`src/rtl/axis_cacc.sv`:
```
// Complex accumulate-and-dump on AXI-Stream: sums {imag, real} products over a tlast frame
// and emits one rounded, scaled result plus beat count. Define AXIS_CACC_SAT_EN to clip instead of wrap.
module axis_cacc #(
    parameter int IN_WIDTH  = 32,
    parameter int ACC_WIDTH = 48,
    parameter int OUT_WIDTH = 16,
    parameter int SHIFT     = 15,
    parameter int CNT_WIDTH = 16
) (
    input  logic                   aclk,
    input  logic                   aresetn,
    input  logic [2*IN_WIDTH-1:0]  s_axis_tdata,
    input  logic                   s_axis_tvalid,
    output logic                   s_axis_tready,
    input  logic                   s_axis_tlast,
    output logic [2*OUT_WIDTH-1:0] m_axis_tdata,
    output logic                   m_axis_tvalid,
    input  logic                   m_axis_tready,
    output logic                   m_axis_tlast,
    output logic                   m_axis_tuser,
    output logic [CNT_WIDTH-1:0]   m_axis_tcount
);

    localparam int RSH = (SHIFT > 0) ? SHIFT - 1 : 0;
    localparam logic signed [ACC_WIDTH:0] RND =
        (SHIFT > 0) ? ((ACC_WIDTH+1)'(1) << RSH) : '0;
`ifdef AXIS_CACC_SAT_EN
    localparam logic signed [ACC_WIDTH:0] OUT_MAX =
        signed'({{(ACC_WIDTH-OUT_WIDTH+2){1'b0}}, {(OUT_WIDTH-1){1'b1}}});
    localparam logic signed [ACC_WIDTH:0] OUT_MIN = ~OUT_MAX;
`endif

    // Round half up, then arithmetic shift, one guard bit so sum + R cannot overflow.
    function automatic logic signed [ACC_WIDTH:0] round_shift(input logic signed [ACC_WIDTH-1:0] sum);
        logic signed [ACC_WIDTH:0] ext;
        ext = (ACC_WIDTH+1)'(sum);
        return (ext + RND) >>> SHIFT;
    endfunction

    // Returns {clipped, value}.
    function automatic logic [OUT_WIDTH:0] narrow(input logic signed [ACC_WIDTH:0] s);
`ifdef AXIS_CACC_SAT_EN
        if (s > OUT_MAX)
            return {1'b1, OUT_MAX[OUT_WIDTH-1:0]};
        else if (s < OUT_MIN)
            return {1'b1, OUT_MIN[OUT_WIDTH-1:0]};
        else
            return {1'b0, s[OUT_WIDTH-1:0]};
`else
        return {1'b0, s[OUT_WIDTH-1:0]};
`endif
    endfunction

    logic signed [ACC_WIDTH-1:0] r_acc_re_p0, r_acc_im_p0;
    logic [CNT_WIDTH-1:0]        r_cnt_p0;
    logic                        r_vld_p1;
    logic [2*OUT_WIDTH-1:0]      r_data_p1;
    logic                        r_user_p1;
    logic [CNT_WIDTH-1:0]        r_cnt_p1;

    logic signed [IN_WIDTH-1:0]  w_raw_re, w_raw_im;
    logic signed [ACC_WIDTH-1:0] w_in_re, w_in_im;
    logic signed [ACC_WIDTH-1:0] w_sum_re, w_sum_im;
    logic [CNT_WIDTH-1:0]        w_cnt_inc;
    logic [OUT_WIDTH:0]          w_res_re, w_res_im;
    logic                        w_accept;

    assign w_raw_re  = s_axis_tdata[IN_WIDTH-1:0];
    assign w_raw_im  = s_axis_tdata[2*IN_WIDTH-1:IN_WIDTH];
    assign w_in_re   = ACC_WIDTH'(w_raw_re);
    assign w_in_im   = ACC_WIDTH'(w_raw_im);
    assign w_sum_re  = r_acc_re_p0 + w_in_re;
    assign w_sum_im  = r_acc_im_p0 + w_in_im;
    assign w_cnt_inc = (&r_cnt_p0) ? r_cnt_p0 : r_cnt_p0 + CNT_WIDTH'(1);
    assign w_res_re  = narrow(round_shift(w_sum_re));
    assign w_res_im  = narrow(round_shift(w_sum_im));

    // Held high during reset so upstream never sees a spurious stall.
    assign s_axis_tready = !aresetn || !r_vld_p1 || m_axis_tready;
    assign w_accept      = s_axis_tvalid && s_axis_tready;

    // Stage p0: accumulate; stage p1: dumped result register.
    always_ff @(posedge aclk) begin
        if (!aresetn) begin
            r_acc_re_p0 <= '0;
            r_acc_im_p0 <= '0;
            r_cnt_p0    <= '0;
            r_vld_p1    <= 1'b0;
            r_data_p1   <= '0;
            r_user_p1   <= 1'b0;
            r_cnt_p1    <= '0;
        end else begin
            if (m_axis_tready)
                r_vld_p1 <= 1'b0;
            if (w_accept) begin
                if (s_axis_tlast) begin
                    r_acc_re_p0 <= '0;
                    r_acc_im_p0 <= '0;
                    r_cnt_p0    <= '0;
                    r_vld_p1    <= 1'b1;
                    r_data_p1   <= {w_res_im[OUT_WIDTH-1:0], w_res_re[OUT_WIDTH-1:0]};
                    r_user_p1   <= w_res_re[OUT_WIDTH] | w_res_im[OUT_WIDTH];
                    r_cnt_p1    <= w_cnt_inc;
                end else begin
                    r_acc_re_p0 <= w_sum_re;
                    r_acc_im_p0 <= w_sum_im;
                    r_cnt_p0    <= w_cnt_inc;
                end
            end
        end
    end

    assign m_axis_tvalid = r_vld_p1;
    assign m_axis_tdata  = r_data_p1;
    assign m_axis_tuser  = r_user_p1;
    assign m_axis_tcount = r_cnt_p1;
    assign m_axis_tlast  = 1'b1;

endmodule

```
`config.mk`:
```
export PLATFORM = sky130hd
export DESIGN_NAME = axis_cacc
export DESIGN_NICKNAME = d
export VERILOG_FILES = /design/src/rtl/axis_cacc.sv
export SDC_FILE = /design/constraint.sdc
export NUM_CORES = 1
export LEC_CHECK = 0
export CORE_UTILIZATION = 52
export CTS_BUF_LIST = sky130_fd_sc_hd__clkbuf_4 sky130_fd_sc_hd__clkbuf_8
export CTS_CLUSTER_SIZE = 8
export DETAILED_ROUTE_END_ITERATION = 12
export PLACE_DENSITY = 0.77
export SETUP_SLACK_MARGIN = 0.2
export SYNTH_ARGS = -nofsm -noshare
export SYNTH_HDL_FRONTEND = slang
export SYNTH_SLANG_ARGS = --single-unit
```
`constraint.sdc`:
```
create_clock -name aclk -period 3.3 [get_ports aclk]
set_input_delay 0.33 -clock aclk [delete_from_list [all_inputs] [get_ports aclk]]
set_output_delay 0.33 -clock aclk [all_outputs]
set_load 0.1 [all_outputs]
```
After elaboration in Yosys (flattened, before gate mapping) --
Index checks and enable logic that the tools add are counted. W data, S select, Z words.
Word-level totals: register bits 161
Cells by class: $add $sub $neg 5, mux-type cells 7, reduce and logical (&&, ||, !) cells 7
Operators by type and width (number):
- $add A48 B32 Y48 | 2
- $mux W48 | 2
- $add A31 B16 Y31 const B | 2
- $mux W16 | 2
- $add A16 B1 Y16 const B | 1
- $reduce_and A16 Y1 | 1
- $mux W1 | 3
- $logic_not A1 Y1 | 2
- $logic_or A1 B1 Y1 | 2
- $reduce_and A2 Y1 | 1
- $logic_and A1 B1 Y1 | 1

Longest topological paths before layout --
depth after elaboration 5, mapped depth 14, mapped depth without buffers 14

Worst setup path before layout --
OpenSTA, ideal clock, no wires.
path type register to register, start point reg r_vld_p1 (netlist: m_axis_tvalid), end point reg r_acc_im_p0[22], setup time 0.128 ns, arrival time 3.353 ns, path slack -0.180 ns, stages on the path, launching flop included 9, buffers on the path 2, period minus slack after synthesis 3.480 ns, path through dfxtp_1 -> nand3b_1 -> and2_1 -> nand2b_1 -> clkbuf_1 -> clkbuf_1 -> nor2_1 -> a21oi_1 -> nor2_1
On the way: longest elaborated chain between the ends 4
RTL lines:
- from (decl) | RTL line 56 | logic r_vld_p1;
- from (signal assigned) | RTL line 88 | r_vld_p1 <= 1'b0;
- from (signal assigned) | RTL line 94 | r_vld_p1 <= 1'b0;
- from (signal assigned) | RTL line 100 | r_vld_p1 <= 1'b1;
- $logic_not A1 Y1 | RTL line 79 | assign s_axis_tready = !aresetn || !r_vld_p1 || m_axis_tready;
- $logic_or A1 B1 Y1 (2 in series) | RTL line 79
- via s_axis_tready | RTL line 14 | output logic s_axis_tready,
- $logic_and A1 B1 Y1 | RTL line 80 | assign w_accept = s_axis_tvalid && s_axis_tready;
- to (signal assigned) | RTL line 106 | r_acc_im_p0 <= w_sum_im;
- to (decl) | RTL line 54 | logic signed [ACC_WIDTH-1:0] r_acc_re_p0, r_acc_im_p0;
The timed path passes the listed nets, and every way through them passes these cells. A chain may end at the register's enable or synchronous reset.

Worst setup path after layout --
start point reg r_acc_re_p0[4], end point reg r_data_p1[11] (netlist: m_axis_tdata[11])
On the way: longest elaborated chain between the ends 2
RTL lines:
- from (decl) | RTL line 54
- from (signal assigned) | RTL line 105 | r_acc_re_p0 <= w_sum_re;
- $add A48 B32 Y48 | RTL line 72 | assign w_sum_re = r_acc_re_p0 + w_in_re;
- $add A31 B16 Y31 | RTL line 37 | return (ext + RND) >>> SHIFT;
- to (signal assigned) | RTL line 101 | r_data_p1 <= {w_res_im[OUT_WIDTH-1:0], w_res_re[OUT_WIDTH-1:0]};
- to (decl) | RTL line 57 | logic [2*OUT_WIDTH-1:0] r_data_p1;
No other way between the ends.

==> results.txt <==
----------------------------------------------------
[Cells and area]
  Final nets ... roughly 1,500
  Total area of multi-input combinational cells ... around 6600 um^2
  Final std cells w/o fill ... approximately 1,600
  Area growth from synthesis to layout ... 40.0%
  Most frequent cells in the layout ... sky130_fd_sc_hd__buf_4, sky130_fd_sc_hd__nor2_1, sky130_fd_sc_hd__dfxtp_1
  Fraction of layout instances using a drive strength above 1 ... about a quarter
  Fillers ... about 1,300
  Sequential cell area ... 2550 um^2
  Diodes inserted ... 0
  Most common library cell in the layout ignoring fill and taps ... sky130_fd_sc_hd__buf_4

[Floorplan]
  Starting density of the core ... between 50% and 60%
  Die outline area ... 18,000 um^2
  Die H ... 134 um
  Core Area ... ~17,000 um^2
  Die width ... 134 um
  Count of boundary I/O pins ... 121
  Placement Rows ... 48

[Hold path]
  Min-Delay Path Class ... in2reg

[Clock network]
  Count of clock tree sinks ... approximately 130
  Maximum buffer depth of the clock tree ... 2
  Worst-Skew Late Latency ... approximately 0.45 ns
  Deepest level of the CTS H-tree ... 4
  Clock slew seen by the registers of the worst setup and hold paths ... about 0.080 ns
  Clock tree from TritonCTS ... built
  Clock buffer count from CTS ... 17
  Hold buffer count at cts ... 0
  Root Buffer Master ... sky130_fd_sc_hd__clkbuf_8

[Timing]
  Total negative slack for setup checks ... 0 ns
  Fin crit period ... about 3.2 ns
  Final Setup Violations ... 0
  Final Hold Slack ... roughly 0.38 ns
  Least-Margin Pin Slew ... roughly 1.0 ns
  RSZ-0062 raised after global routing ... yes
  Post-route fraction of the period consumed by the critical path ... 96.1%
  Worst slew margin relative to its limit ... a little under a third
  Worst clock skew ... around 0.0088 ns
  Number of slew-limit violations in the final report ... 0
  Worst setup slack after layout ... roughly 0.13 ns
  Final number of hold-violating endpoints ... 0
  Maximum clock rate ... approximately 320 MHz

[Global routing]
  Overall overflow remaining after global route ... 0
  Maximum number of pins on one net before global-route repair ... between 50 and 60
  Global-route wire length before repair ... 42.6 mm
  Initial antenna violation count ... 0
  Total global routing track utilization ... 29.2%
  Via count of the first global-routing pass ... 9,120

[Setup path]
  Stage delay of the slowest cell on the critical path ... 0.41 ns
  Cell-by-cell trace of the critical path ... ha_1 -> a21o_2 -> o21bai_4 -> o211a_4 -> buf_4 -> a21oi_1 -> xnor2_1 -> ha_2 -> inv_2 -> nor4_4 -> nand2_1 -> xnor2_2 -> a211oi_1
  Worst path bufs/invs ... 2
  Critical Path End Type ... flop
  CP Data Required Time ... about 3.7 ns
  Slowest stage cell on the critical path ... sky130_fd_sc_hd__nor4_4
  Crit path arrival time ... approximately 3.5 ns
  Crit-path max FO ... 4
  Startpoint kind of the worst setup timing path ... flop
  Category of the most critical setup path ... reg2reg
  Crit-path leading delay family ... compound AO/OA/AOI/OAI gates

[Placement]
  Dpl hpwl ... roughly 19 mm
  Placed Cells incl. Taps ... 1,592
  Input/output buffers ... roughly 120
  Dpl ws ... -0.468 ns
  Placer's final routability congestion estimate ... around 0.93

[Power]
  Share of power burned in the clock network ... between 20% and 30%
  Internal power component ... around 3.3 mW
  IR drop worst, VDD ... 0.317 mV
  Total leakage power ... roughly 5.3 nW
  Post-layout total power ... 5.09 mW
  Ratio of total power to cell area ... 399 nW/um^2
  Proportion of power drawn by flip-flops and latches ... between 30% and 40%
  Fraction of power spent switching nets ... between 30 and 40%
  Gate power share ... approximately two fifths
  Net switching power ... ~1.8 mW

[Synthesis]
  Share of Yosys cell area claimed by the top area cell type ... between 20% and 30%
  Asr flop ratio synth ... 0%
  Post-synth EDFFs ... 0
  Top flip-flop cell by instance count after synthesis ... sky130_fd_sc_hd__dfxtp_1
  Sequential area share after synthesis ... between 20 and 30%
  Netlist cell types ... between 90 and 100
  Largest cells by area after synthesis ... sky130_fd_sc_hd__dfxtp_1, sky130_fd_sc_hd__ha_1, sky130_fd_sc_hd__nor2_1, sky130_fd_sc_hd__a21oi_1, sky130_fd_sc_hd__a22oi_1
  Mapped Area ... between 9000 and 10,000 um^2
  Cells after synthesis ... about 1,100
  Seq cells post-synth ... 127
  Synthesized area divided by synthesized cell count ... ~8.1 um^2
  Synthesized netlist net count ... 1,264
  Dominant cell type by area after synthesis ... sky130_fd_sc_hd__dfxtp_1
  Count of yosys warnings during synthesis ... 0

[Drt]
  Via count ... 9,674
  Antenna violation net count after detailed routing ... 0
  Initial DRC Count ... slightly below 700
  Total wirelength of the detailed-routed design ... around 27 mm
  DR pass1 iterations ... 9
  Average vias per placed instance ... between 5 and 6
  Average detailed-routed wire length per instance ... around 17 um
  # DRC ... 1

[Job]
  Max Cap Violations ... 0

[Outcome]
  Outcome ... finished with violations
  Violated checks ... design-rule violations

----------------------------------------------------
[layer usage]
metal  wire length [um]  track usage [%]
met5                  0                0
met4                764             11.8
met3               1440             3.40
met2              13700             52.1
met1              11500             35.6
[stage by stage]
step	instance area, um^2	utilization, %
final	12700	74.2
after global routing	12700	74.2
after CTS	12200	71.1
after detailed placement	11700	68.0
after global placement	11700	68.0
after floorplan	9140	-
[worst paths after layout]
check / from / endpoint / slack, ns / cells past startpoint
worst max-delay path: r_acc_re_p0[4] / m_axis_tdata[11] / 0.13 / 13
worst min-delay path: s_axis_tdata[32] / r_acc_im_p0[0] / 0.38 / 4
worst max register to register: r_acc_re_p0[4] / m_axis_tdata[11] / 0.13 / 13
worst min register to register: m_axis_tcount[14] / m_axis_tcount[14] / 0.47 / 2
[layout make-up]
| type | count | share of cell area [%] |
|---|---|---|
| clock buffers | 22 | 2.33 |
| repair buffers | 328 | 21.9 |
| well taps | 225 | 2.21 |
| inverters | 16 | 0.481 |
| clock inverters | 9 | 1.03 |
| multi-input cells | 919 | 52.0 |
| flip-flops and latches | 127 | 20.0 |
[cells by family (layout without fill, tap and decap cells)]
group           count (synthesis)  in the layout  share of synthesized area, %
buf+inv                        84            375                          4.47
other cells                     2              2                        0.0825
xor+xnor                       79             79                          8.01
mux                             8              8                         0.921
simple gates                  411            411                          22.8
compound gates                354            354                          26.7
flops                         127            127                          27.9
fa+ha+maj                      65             65                          9.10
[worst register-to-register path, cell delays in order (launching register included)]
cell and delay [ns]:
sky130_fd_sc_hd__dfxtp_1 0.33, sky130_fd_sc_hd__ha_1 0.32, sky130_fd_sc_hd__a21o_2 0.21, sky130_fd_sc_hd__o21bai_4 0.19, sky130_fd_sc_hd__o211a_4 0.25, sky130_fd_sc_hd__buf_4 0.14
sky130_fd_sc_hd__a21oi_1 0.20, sky130_fd_sc_hd__xnor2_1 0.19, sky130_fd_sc_hd__ha_2 0.24, sky130_fd_sc_hd__inv_2 0.07, sky130_fd_sc_hd__nor4_4 0.41, sky130_fd_sc_hd__nand2_1 0.15
sky130_fd_sc_hd__xnor2_2 0.15, sky130_fd_sc_hd__a211oi_1 0.23
[state kept, by name (all words and copies together) (netlist names)]
| signal | count |
|---|---|
| m_axis_tdata | 32 |
| m_axis_tvalid | 1 |
| r_cnt_p0 | 16 |
| r_acc_re_p0 | 31 |
| r_acc_im_p0 | 31 |
| m_axis_tcount | 16 |
[repair_timing]
action | 4_1_cts | 5_1_grt
setup endpoints to repair | 13 | 31
setup buffers | 6 | 17
gates resized for setup | 16 | 80
pin swaps | 11 | 47
[power groups by stage]
stage                     logic (mW)  clock network [mW]  registers, mW
after floorplan                0.850                   0           1.97
after global placement          1.72                   0           1.70
after detailed placement        1.76                   0           1.70
after CTS                       1.80                1.50           1.67
after global routing            2.07                1.57           1.68
final                           1.94                1.48           1.67
[cell usage after synthesis, drive strengths merged (28+ instances only)]
master  count
xnor2      39
nor2      164
xor2       40
clkbuf     44
a22oi      51
nand2      96
a21oi     115
o21ai      54
dfxtp     127
a211oi     28
ha         63
(Power assumes the default switching activity.)
